--- config.mk ---
export PLATFORM = sky130hd
export DESIGN_NAME = load_store_unit_flat
export DESIGN_NICKNAME = d
export VERILOG_FILES = /design/src/rtl/load_store_unit_pkg.sv /design/src/rtl/load_store_unit_if.sv /design/src/rtl/load_store_unit_load_extend.sv /design/src/rtl/load_store_unit.sv /design/src/flat_wrapper.sv
export SDC_FILE = /design/constraint.sdc
export NUM_CORES = 1
export LEC_CHECK = 0
export ABC_AREA = 1
export CAP_MARGIN = 0
export CORE_ASPECT_RATIO = 0.75
export CORE_MARGIN = 4
export CORE_UTILIZATION = 60
export CTS_CLUSTER_SIZE = 12
export DETAILED_ROUTE_END_ITERATION = 10
export DONT_BUFFER_PORTS = 1
export PLACE_DENSITY = 0.76
export SYNTH_ARGS = -nofsm -noshare
export SYNTH_HDL_FRONTEND = slang
export SYNTH_SLANG_ARGS = --single-unit
--- constraint.sdc ---
create_clock -name clk -period 5.1 [get_ports clk]
set_clock_uncertainty 0.2 [all_clocks]
set_input_delay 1.02 -clock clk [delete_from_list [all_inputs] [get_ports clk]]
set_output_delay 1.02 -clock clk [all_outputs]
set_load 0.01 [all_outputs]
--- src/rtl/load_store_unit_pkg.sv ---
`default_nettype none
// ============================================================================
// Module      : lsu_pkg
// Description : Shared types and helpers for the load/store unit: access
//               size encoding, FSM state encoding and byte-strobe decode.
// Revision    : 1.0 - initial release
// ============================================================================
package lsu_pkg;

    // Access size as presented on req_size
    typedef enum logic [1:0] {
        SZ_BYTE = 2'b00,
        SZ_HALF = 2'b01,
        SZ_WORD = 2'b10,
        SZ_ILL  = 2'b11
    } lsu_size_t;

    // Unit sequencing states
    typedef enum logic [1:0] {
        ST_IDLE  = 2'd0,
        ST_WRITE = 2'd1,
        ST_READ  = 2'd2,
        ST_RESP  = 2'd3
    } lsu_state_t;

    // Width of the read-latency down-counter (holds READ_LATENCY+1, max 4)
    localparam int unsigned CNT_BITS = 3;

    // Byte-lane write strobes for a store of the given size; the addressed
    // byte always sits on lane 0, so the mask grows upward from bit 0.
    function automatic logic [3:0] strobe_for(input lsu_size_t size);
        logic [3:0] mask;
        case (size)
            SZ_BYTE: mask = 4'b0001;
            SZ_HALF: mask = 4'b0011;
            SZ_WORD: mask = 4'b1111;
            default: mask = 4'b0000;
        endcase
        return mask;
    endfunction

endpackage
`default_nettype wire

--- src/rtl/load_store_unit_if.sv ---
`default_nettype none
// ============================================================================
// Module      : load_store_unit_if
// Description : Request/response handshake from the execute stage plus the
//               byte-lane data-memory port, bundled for the load/store unit.
//               slave  = the load/store unit itself
//               master = its environment (execute stage and data memory)
// Revision    : 1.0 - initial release
// ============================================================================
interface load_store_unit_if;

    // Execute-stage request
    logic        req_valid;
    logic        req_ready;
    logic        req_we;
    logic [1:0]  req_size;
    logic        req_unsigned;
    logic [31:0] req_addr;
    logic [31:0] req_wdata;

    // Response back to the execute stage
    logic        resp_valid;
    logic        resp_err;
    logic [31:0] resp_rdata;

    // Data-memory port
    logic [31:0] mem_read_addr;
    logic [31:0] mem_write_addr;
    logic [31:0] mem_data_in;
    logic [3:0]  mem_write_enable;
    logic [31:0] mem_data_out;

    modport slave (
        input  req_valid, req_we, req_size, req_unsigned, req_addr, req_wdata,
        input  mem_data_out,
        output req_ready, resp_valid, resp_err, resp_rdata,
        output mem_read_addr, mem_write_addr, mem_data_in, mem_write_enable
    );

    modport master (
        output req_valid, req_we, req_size, req_unsigned, req_addr, req_wdata,
        output mem_data_out,
        input  req_ready, resp_valid, resp_err, resp_rdata,
        input  mem_read_addr, mem_write_addr, mem_data_in, mem_write_enable
    );

endinterface
`default_nettype wire

--- src/rtl/load_store_unit_load_extend.sv ---
`default_nettype none
// ============================================================================
// Module      : lsu_load_extend
// Description : Combinational load-data formatter. Byte loads take lane 0,
//               half loads lanes 1:0; both are sign- or zero-extended.
//               Word loads pass straight through.
// Revision    : 1.0 - initial release
// ============================================================================
module lsu_load_extend
    import lsu_pkg::*;
(
    input  logic [31:0] raw_i,
    input  lsu_size_t   size_i,
    input  logic        unsigned_i,
    output logic [31:0] result_o
);

    // Select the addressed lanes and widen them to a full word
    always_comb begin
        result_o = raw_i;
        case (size_i)
            SZ_BYTE: result_o = {{24{raw_i[7]  & ~unsigned_i}}, raw_i[7:0]};
            SZ_HALF: result_o = {{16{raw_i[15] & ~unsigned_i}}, raw_i[15:0]};
            default: result_o = raw_i;
        endcase
    end

endmodule
`default_nettype wire

--- src/rtl/load_store_unit.sv ---
`default_nettype none
// ============================================================================
// Module      : load_store_unit
// Description : Single-outstanding load/store unit in front of a 32-bit
//               byte-lane data memory. Checks size/alignment/range at
//               accept, drives the memory port, waits out the read latency
//               and returns extended load data with a one-cycle response.
// Revision    : 1.0 - initial release
// ============================================================================
module load_store_unit
    import lsu_pkg::*;
#(
    parameter int unsigned READ_LATENCY = 1,   // 1..3
    parameter int unsigned ADDR_BITS    = 16
) (
    input  logic              clk,
    input  logic              rst_n,
    load_store_unit_if.slave  bus
);

    // Counter preload: the READ state lasts READ_LATENCY+1 cycles because
    // the address itself is registered one cycle before the memory sees it.
    localparam logic [CNT_BITS-1:0] c_cnt_load = CNT_BITS'(READ_LATENCY + 1);

    lsu_state_t          state_q, state_d;
    lsu_size_t           size_q, size_d;
    logic                uns_q, uns_d;
    logic [CNT_BITS-1:0] cnt_q, cnt_d;

    logic [31:0]         mem_read_addr_q, mem_read_addr_d;
    logic [31:0]         mem_write_addr_q, mem_write_addr_d;
    logic [31:0]         mem_data_in_q, mem_data_in_d;
    logic [3:0]          mem_we_q, mem_we_d;

    logic                resp_valid_q, resp_valid_d;
    logic                resp_err_q, resp_err_d;
    logic [31:0]         resp_rdata_q, resp_rdata_d;

    lsu_size_t           w_req_size;
    logic                w_req_ready;
    logic                w_req_err;
    logic [31:0]         w_ext_data;

    assign w_req_size  = lsu_size_t'(bus.req_size);
    assign w_req_ready = (state_q == ST_IDLE) || (state_q == ST_RESP);

    // Reject illegal size, misalignment and addresses beyond the implemented range
    always_comb begin
        w_req_err = 1'b0;
        case (w_req_size)
            SZ_ILL:  w_req_err = 1'b1;
            SZ_HALF: w_req_err = bus.req_addr[0];
            SZ_WORD: w_req_err = (bus.req_addr[1:0] != 2'b00);
            default: w_req_err = 1'b0;
        endcase
        if ((bus.req_addr >> ADDR_BITS) != 32'd0) begin
            w_req_err = 1'b1;
        end
    end

    lsu_load_extend u_load_extend (
        .raw_i      (bus.mem_data_out),
        .size_i     (size_q),
        .unsigned_i (uns_q),
        .result_o   (w_ext_data)
    );

    // Next-state and next-output decode; strobes and response default to off
    always_comb begin
        state_d          = state_q;
        size_d           = size_q;
        uns_d            = uns_q;
        cnt_d            = cnt_q;
        mem_read_addr_d  = mem_read_addr_q;
        mem_write_addr_d = mem_write_addr_q;
        mem_data_in_d    = mem_data_in_q;
        mem_we_d         = 4'b0000;
        resp_valid_d     = 1'b0;
        resp_err_d       = 1'b0;
        resp_rdata_d     = 32'd0;

        case (state_q)
            ST_IDLE, ST_RESP: begin
                if (bus.req_valid) begin
                    size_d = w_req_size;
                    uns_d  = bus.req_unsigned;
                    if (w_req_err) begin
                        // No memory access for a faulting request
                        state_d      = ST_RESP;
                        resp_valid_d = 1'b1;
                        resp_err_d   = 1'b1;
                    end else if (bus.req_we) begin
                        // Store data goes out unshifted: byte at A is lane 0
                        state_d          = ST_WRITE;
                        mem_write_addr_d = bus.req_addr;
                        mem_data_in_d    = bus.req_wdata;
                        mem_we_d         = strobe_for(w_req_size);
                    end else begin
                        state_d         = ST_READ;
                        mem_read_addr_d = bus.req_addr;
                        cnt_d           = c_cnt_load;
                    end
                end else begin
                    state_d = ST_IDLE;
                end
            end

            ST_WRITE: begin
                state_d      = ST_RESP;
                resp_valid_d = 1'b1;
            end

            ST_READ: begin
                if (cnt_q == CNT_BITS'(1)) begin
                    state_d      = ST_RESP;
                    resp_valid_d = 1'b1;
                    resp_rdata_d = w_ext_data;
                end else begin
                    cnt_d = cnt_q - CNT_BITS'(1);
                end
            end

            default: state_d = ST_IDLE;
        endcase
    end

    // State and registered outputs; reset drops strobes immediately
    always_ff @(posedge clk or negedge rst_n) begin
        if (!rst_n) begin
            state_q          <= ST_IDLE;
            size_q           <= SZ_BYTE;
            uns_q            <= 1'b0;
            cnt_q            <= '0;
            mem_read_addr_q  <= 32'd0;
            mem_write_addr_q <= 32'd0;
            mem_data_in_q    <= 32'd0;
            mem_we_q         <= 4'b0000;
            resp_valid_q     <= 1'b0;
            resp_err_q       <= 1'b0;
            resp_rdata_q     <= 32'd0;
        end else begin
            state_q          <= state_d;
            size_q           <= size_d;
            uns_q            <= uns_d;
            cnt_q            <= cnt_d;
            mem_read_addr_q  <= mem_read_addr_d;
            mem_write_addr_q <= mem_write_addr_d;
            mem_data_in_q    <= mem_data_in_d;
            mem_we_q         <= mem_we_d;
            resp_valid_q     <= resp_valid_d;
            resp_err_q       <= resp_err_d;
            resp_rdata_q     <= resp_rdata_d;
        end
    end

    assign bus.req_ready        = w_req_ready;
    assign bus.resp_valid       = resp_valid_q;
    assign bus.resp_err         = resp_err_q;
    assign bus.resp_rdata       = resp_rdata_q;
    assign bus.mem_read_addr    = mem_read_addr_q;
    assign bus.mem_write_addr   = mem_write_addr_q;
    assign bus.mem_data_in      = mem_data_in_q;
    assign bus.mem_write_enable = mem_we_q;

endmodule
`default_nettype wire
--- src/flat_wrapper.sv ---
// flat-port wrapper written by rule: the top's interface ports become plain ports
module load_store_unit_flat import lsu_pkg::*;
#(
    parameter int unsigned READ_LATENCY = 1,          
    parameter int unsigned ADDR_BITS    = 16
)
  (clk, rst_n, bus_req_valid, bus_req_we, bus_req_size, bus_req_unsigned, bus_req_addr, bus_req_wdata, bus_mem_data_out, bus_req_ready, bus_resp_valid, bus_resp_err, bus_resp_rdata, bus_mem_read_addr, bus_mem_write_addr, bus_mem_data_in, bus_mem_write_enable);
  load_store_unit_if bus_i ();
  input  logic clk;
  input  logic rst_n;
  input wire logic [$bits(bus_i.req_valid)-1:0] bus_req_valid;
  input wire logic [$bits(bus_i.req_we)-1:0] bus_req_we;
  input wire logic [$bits(bus_i.req_size)-1:0] bus_req_size;
  input wire logic [$bits(bus_i.req_unsigned)-1:0] bus_req_unsigned;
  input wire logic [$bits(bus_i.req_addr)-1:0] bus_req_addr;
  input wire logic [$bits(bus_i.req_wdata)-1:0] bus_req_wdata;
  input wire logic [$bits(bus_i.mem_data_out)-1:0] bus_mem_data_out;
  output wire logic [$bits(bus_i.req_ready)-1:0] bus_req_ready;
  output wire logic [$bits(bus_i.resp_valid)-1:0] bus_resp_valid;
  output wire logic [$bits(bus_i.resp_err)-1:0] bus_resp_err;
  output wire logic [$bits(bus_i.resp_rdata)-1:0] bus_resp_rdata;
  output wire logic [$bits(bus_i.mem_read_addr)-1:0] bus_mem_read_addr;
  output wire logic [$bits(bus_i.mem_write_addr)-1:0] bus_mem_write_addr;
  output wire logic [$bits(bus_i.mem_data_in)-1:0] bus_mem_data_in;
  output wire logic [$bits(bus_i.mem_write_enable)-1:0] bus_mem_write_enable;
  assign bus_i.req_valid = bus_req_valid;
  assign bus_i.req_we = bus_req_we;
  assign bus_i.req_size = bus_req_size;
  assign bus_i.req_unsigned = bus_req_unsigned;
  assign bus_i.req_addr = bus_req_addr;
  assign bus_i.req_wdata = bus_req_wdata;
  assign bus_i.mem_data_out = bus_mem_data_out;
  assign bus_req_ready = bus_i.req_ready;
  assign bus_resp_valid = bus_i.resp_valid;
  assign bus_resp_err = bus_i.resp_err;
  assign bus_resp_rdata = bus_i.resp_rdata;
  assign bus_mem_read_addr = bus_i.mem_read_addr;
  assign bus_mem_write_addr = bus_i.mem_write_addr;
  assign bus_mem_data_in = bus_i.mem_data_in;
  assign bus_mem_write_enable = bus_i.mem_write_enable;
  load_store_unit #(.READ_LATENCY(READ_LATENCY), .ADDR_BITS(ADDR_BITS)) u_core (.clk(clk), .rst_n(rst_n), .bus(bus_i));
endmodule
Word level (Yosys, flattened, before mapping):

Index checks and enable logic that the tools add are counted.

* bits of input ports: 103
* register bits: 142

* add/subtract/negate cells: 1
* reduce and logical (&&, ||, !) cells: 12
* mux-type cells: 25
* equal/unequal tests: 13
* bitwise gates (word level): 5

Operators by type and width (count)
* $mux W32: 2
* $pmux W32 S2: 1
* $reduce_bool A32 Y1: 1
* $mux W4: 4
* $mux W3: 4
* $pmux W4 S3: 1
* $eq A2 B2 Y1 const B: 4
* $mux W2: 4
* $ne A2 B2 Y1 const B: 4
* $reduce_and A4 Y1: 2
* $eq A2 B1 Y1 const B: 3
* $logic_not A2 Y1: 3
* $pmux W1 S3: 2
* $pmux W2 S3: 1
* $pmux W3 S2: 1
* $mux W1: 5
* $reduce_and A5 Y1: 1
* $reduce_bool A2 Y1: 2
* $eq A3 B1 Y1 const B: 1
* $not A1 Y1: 3
* $sub A3 B1 Y3 const B: 1
* $and A1 B1 Y1: 2
* $ne A2 B1 Y1 const B: 1
* $reduce_and A2 Y1: 1
* other kinds (2): 2

Longest topological paths before layout:

* depth in word-level cells: 6
* depth in mapped cells: 11
* gate-level depth less buffers: 10

Modules after synthesis:

Synthesis repeated with hierarchy kept, for this count alone.

* cells, all modules: 665
* area, all modules: 5854.4 um^2

Modules (own cells, without submodules)
* load_store_unit: cells an instance 594, area each 5450.2 um^2, times used 1
* lsu_load_extend: cells an instance 71, area each 404.1 um^2, times used 1

Least setup slack after synthesis:

OpenSTA, ideal clock, no wires.

* kind: input to register
* start point: input port bus_req_size[1]
* end point: register u_core.mem_write_addr_q[16] (netlist: u_core.bus.mem_write_addr[16])
* setup time: 116 ps
* stages: 10
* arrival time: 2097 ps
* data required time: 4784 ps
* slack: 2687 ps
* cells stage by stage: inv_1 > ha_1 > a21oi_1 > nand2_1 > nand2_1 > nand4_2 > nor2_2 > buf_6 > buf_4 > nor2_1

* cells in the longest elaborated chain, start to end: 5

RTL lines
* start: declaration: RTL line flat_wrapper.sv:13 `input wire logic [$bits(bus_i.req_size)-1:0] bus_req_size;`
* $eq A2 B2 Y1 or $eq A2 B1 Y1 (tied branches): RTL line load_store_unit.sv:50 `case (w_req_size)`
* $pmux W1 S3 (*): RTL line load_store_unit.sv:50
* $mux W1 (*): RTL line load_store_unit.sv:56 `if ((bus.req_addr >> ADDR_BITS) != 32'd0) begin`
* $not A1 Y1 (no source line) (*)
* $reduce_and A4 Y1 (no source line) (*)
* end signal: assignment: RTL line load_store_unit.sv:147 `mem_write_addr_q <= mem_write_addr_d;`
* end: declaration: RTL line load_store_unit.sv:31 `logic [31:0] mem_write_addr_q, mem_write_addr_d;`

Every way passes the cells marked *; elsewhere a longest branch is shown, timed or not.
A chain may end at the register's enable or synchronous reset.

Worst setup path after layout:

* start point: input port bus_req_size[1]
* end point: register u_core.mem_read_addr_q[9] (netlist: u_core.bus.mem_read_addr[9])

* cells in the longest elaborated chain, start to end: 5

RTL lines
* $eq A2 B2 Y1 or $eq A2 B1 Y1 (tied branches): RTL line load_store_unit.sv:50
* $pmux W1 S3 (*): RTL line load_store_unit.sv:50
* $mux W1 (*): RTL line load_store_unit.sv:56
* $not A1 Y1 (no source line) (*)
* $reduce_and A4 Y1 (no source line) (*)
* end signal: assignment: RTL line load_store_unit.sv:146 `mem_read_addr_q <= mem_read_addr_d;`
* end: declaration: RTL line load_store_unit.sv:30 `logic [31:0] mem_read_addr_q, mem_read_addr_d;`

Marks and branches as above.

==> flow_metrics.tcl <==
set metrics [dict create \
    p_per_area_nw_per_um2 452.1 \
    design_area_um2 6080 \
    post_cts_buffers 0 \
    n_antenna_cell 0 \
    grt_max_degree 142 \
    required_ns 5.20 \
    fillCellCount 646 \
    fmax_ghz 0.3627 \
    async_flop_share_pct 100.0 \
    final_common_cell "nand2_1" \
    holdBufCountCts 0 \
    cts_buffers 17 \
    cp-endpoint "u_core.bus.mem_read_addr[9]$_DFFE_PN0P_" \
    cp_max_fo 33 \
    cts_tree "built" \
    drive_gt1_share_pct 8.968 \
    worstSetupStartpointType "input pin" \
    num_vias 3644 \
    clkTransAtPathRegs_ns 0.06 \
    clockRootBuffer "clkbuf_16" \
    setup_tns_ns 0 \
    drt-vias-per-instance 5.213 \
    core_um2 8636 \
    routed_wl_um 12460 \
    r2r_slack_ns 2.49 \
    fin_util_pct 70.40 \
    final-seq-area_um2 3528 \
    ys_ff_latch 141 \
    hold_class "in -> async" \
    leakage_nw 3.536 \
    cp-startpoint "bus_req_size[1]" \
    multiInputGateArea_um2 1478 \
    gp_congestion 0.7868 \
    cp.arrival_ns 2.85 \
    regToRegStartpoint "u_core.state_q[0]$_DFFE_PN0P_" \
    wire_per_inst_um 17.83 \
    grt_use_total_pct 23.97 \
    cts_resized 0 \
    synth_edf_count 0 \
    netlist_area_um2 5450 \
    avgSynthCellArea_um2 9.413 \
    clk_latency_ns 0.41 \
    dieArea_um2 10690 \
    min_period_ns 2.757 \
    postSynthNetCount 690 \
    final_nets 689 \
    drc 0 \
    ant_nets 0 \
    place_ws_ns 1.914 \
    peakVddDrop_mv 0.3213 \
    holdWs_ns 0.09661 \
    antenna_found_initial 0 \
    hold_viol_final 0 \
    yosysUniqueCellTypes 22 \
    ctsHtreeMaxLevel 4 \
    drt_iter0_markers 339 \
    r2r_end "u_core.bus.mem_read_addr[9]$_DFFE_PN0P_" \
    clockBufferDepth 2 \
    rows 29 \
    crit_type "in -> reg" \
    worstMarginPinSlew_ns 0.8866 \
    slew_headroom_pct 40.89 \
    grt-ovfl-total 0 \
    status "completed" \
    maxSlewViolCount 0 \
    maxCapViolCount 0 \
    finalCritPeriodShare_pct 54.05 \
    synth_ff_type "dfrtp_1" \
    first_pass_iters 6 \
    die_h_um 90.54 \
    syn_to_final_growth_pct 11.55 \
    start_util_pct 63.11 \
    clock_sinks 141 \
    port_buffers 0 \
    finalSetupViolCount 0 \
    post_dp_cell_area_um2 5438 \
    ys_warn_count 0 \
    die_w_um 118.1 \
    pin_count 238 \
    grt_setup_unrepaired "false" \
    grt_pass1_wl_um 19970 \
    synthCells 579 \
    final.setup.worst_slack_ns 2.343 \
    layout_common_cells "nand2_1 (213), dfrtp_1 (141), inv_1 (75)" \
    grt_pass1_vias 3621 \
    end_kind "flip-flop" \
    worst_r2r_path_depth 7 \
    ys_seq_area_share_pct 64.74 \
    dp_hpwl_um 8641 \
]
[sequential cells by signal, summed over array words and instances, names as in the netlist]
| signal | flops |
|---|---|
| u_core.state_q | 2 |
| u_core.bus.resp_err | 1 |
| u_core.bus.mem_write_addr | 32 |
| u_core.cnt_q | 3 |
| u_core.bus.resp_rdata | 32 |
| u_core.bus.mem_data_in | 32 |
| u_core.bus.mem_write_enable | 3 |
| u_core.bus.mem_read_addr | 32 |
| u_core.size_q | 2 |
| u_core.uns_q | 1 |
| u_core.bus.resp_valid | 1 |
[worst max-delay path, stage by stage]
cell	delay (ns)
inv_1	0.04
ha_1	0.18
a21oi_1	0.14
nand2_1	0.07
nand2_1	0.14
nand4_2	0.17
nor2_4	0.61
inv_2	0.29
nand2_1	0.12
nand2_1	0.06
[where the power goes]
part,leakage [nW],internal [W],switching [W]
clock,0.310,0.000847,0.000466
combinational,1.44,0.0000674,0.000146
sequential,1.78,0.00116,0.0000576
[cell families after synthesis]
logic type                 after synthesis  share of synthesized area [%]
AOI/OAI and AO/OA                       35                          3.237
and+or+nand+nor                        296                          21.79
buffers and inverters                   98                          8.241
adders and majority gates                8                          1.837
xor gates and xnor gates                 1                         0.1607
DFF                                    141                          64.74
[cell usage after synthesis (2+ instances only)]
| cell | count | area (um^2) |
|---|---|---|
| buf_6 | 6 | 67.56 |
| nand2_2 | 11 | 68.82 |
| inv_1 | 75 | 281.5 |
| inv_2 | 2 | 7.510 |
| nand2_1 | 213 | 799.5 |
| nand3_1 | 4 | 20.02 |
| o21ai_0 | 5 | 25.02 |
| nor2_2 | 2 | 12.51 |
| nor2_4 | 2 | 22.52 |
| buf_4 | 4 | 30.03 |
| nor2_1 | 61 | 229.0 |
| buf_2 | 8 | 40.04 |
| a21oi_1 | 28 | 140.1 |
| ha_1 | 8 | 100.1 |
| clkbuf_1 | 2 | 7.510 |
| dfrtp_1 | 141 | 3528 |
| nand4_2 | 2 | 25.02 |
[layer usage]
metal  vias up  share of wire [%]  wire length (um)  track usage [%]
met5         -                  0                 0                0
met4         0                2.0               255            8.976
met3        24                9.9              1234            10.39
met2       164                 50              6233            38.07
met1      1740                 38              4738            29.29
li1       1716                  -                 -                -
[worst min-delay path by stage]
| stage | slack [ns] | depth (start not counted) | to | startpoint |
|---|---|---|---|---|
| 2_1_floorplan | 0.24 | 2 | u_core.cnt_q[1]$_DFFE_PN0P_ | u_core.cnt_q[1]$_DFFE_PN0P_ |
| 3_3_place_gp | 0.26 | 2 | u_core.cnt_q[1]$_DFFE_PN0P_ | u_core.cnt_q[1]$_DFFE_PN0P_ |
| 3_5_place_dp | 0.27 | 2 | u_core.cnt_q[1]$_DFFE_PN0P_ | u_core.cnt_q[1]$_DFFE_PN0P_ |
| 4_1_cts | 0.09 | 0 | u_core.bus.mem_read_addr[17]$_DFFE_PN0P_ | rst_n |
| 5_1_grt | 0.08 | 0 | u_core.bus.mem_read_addr[17]$_DFFE_PN0P_ | rst_n |
| 6_report | 0.1 | 0 | u_core.bus.mem_read_addr[17]$_DFFE_PN0P_ | rst_n |
[cell type report]
class / instances / area share [%]
sequential: 141 / 58.04
multi-input combinational: 340 / 24.31
clock buffer: 19 / 7.450
inverter: 77 / 4.754
clock inverter: 13 / 3.108
tap: 108 / 2.223
timing repair buffer: 1 / 0.1235
[stage by stage]
| step | power, W | instances |
|---|---|---|
| 6_report | 0.002749 | 699 |
| 5_1_grt | 0.002863 | 699 |
| 4_1_cts | 0.002762 | 699 |
| 3_5_place_dp | 0.001450 | 667 |
| 3_3_place_gp | 0.001435 | 667 |
| 2_1_floorplan | 0.001396 | 579 |
Power figures use the tool's default switching activity.
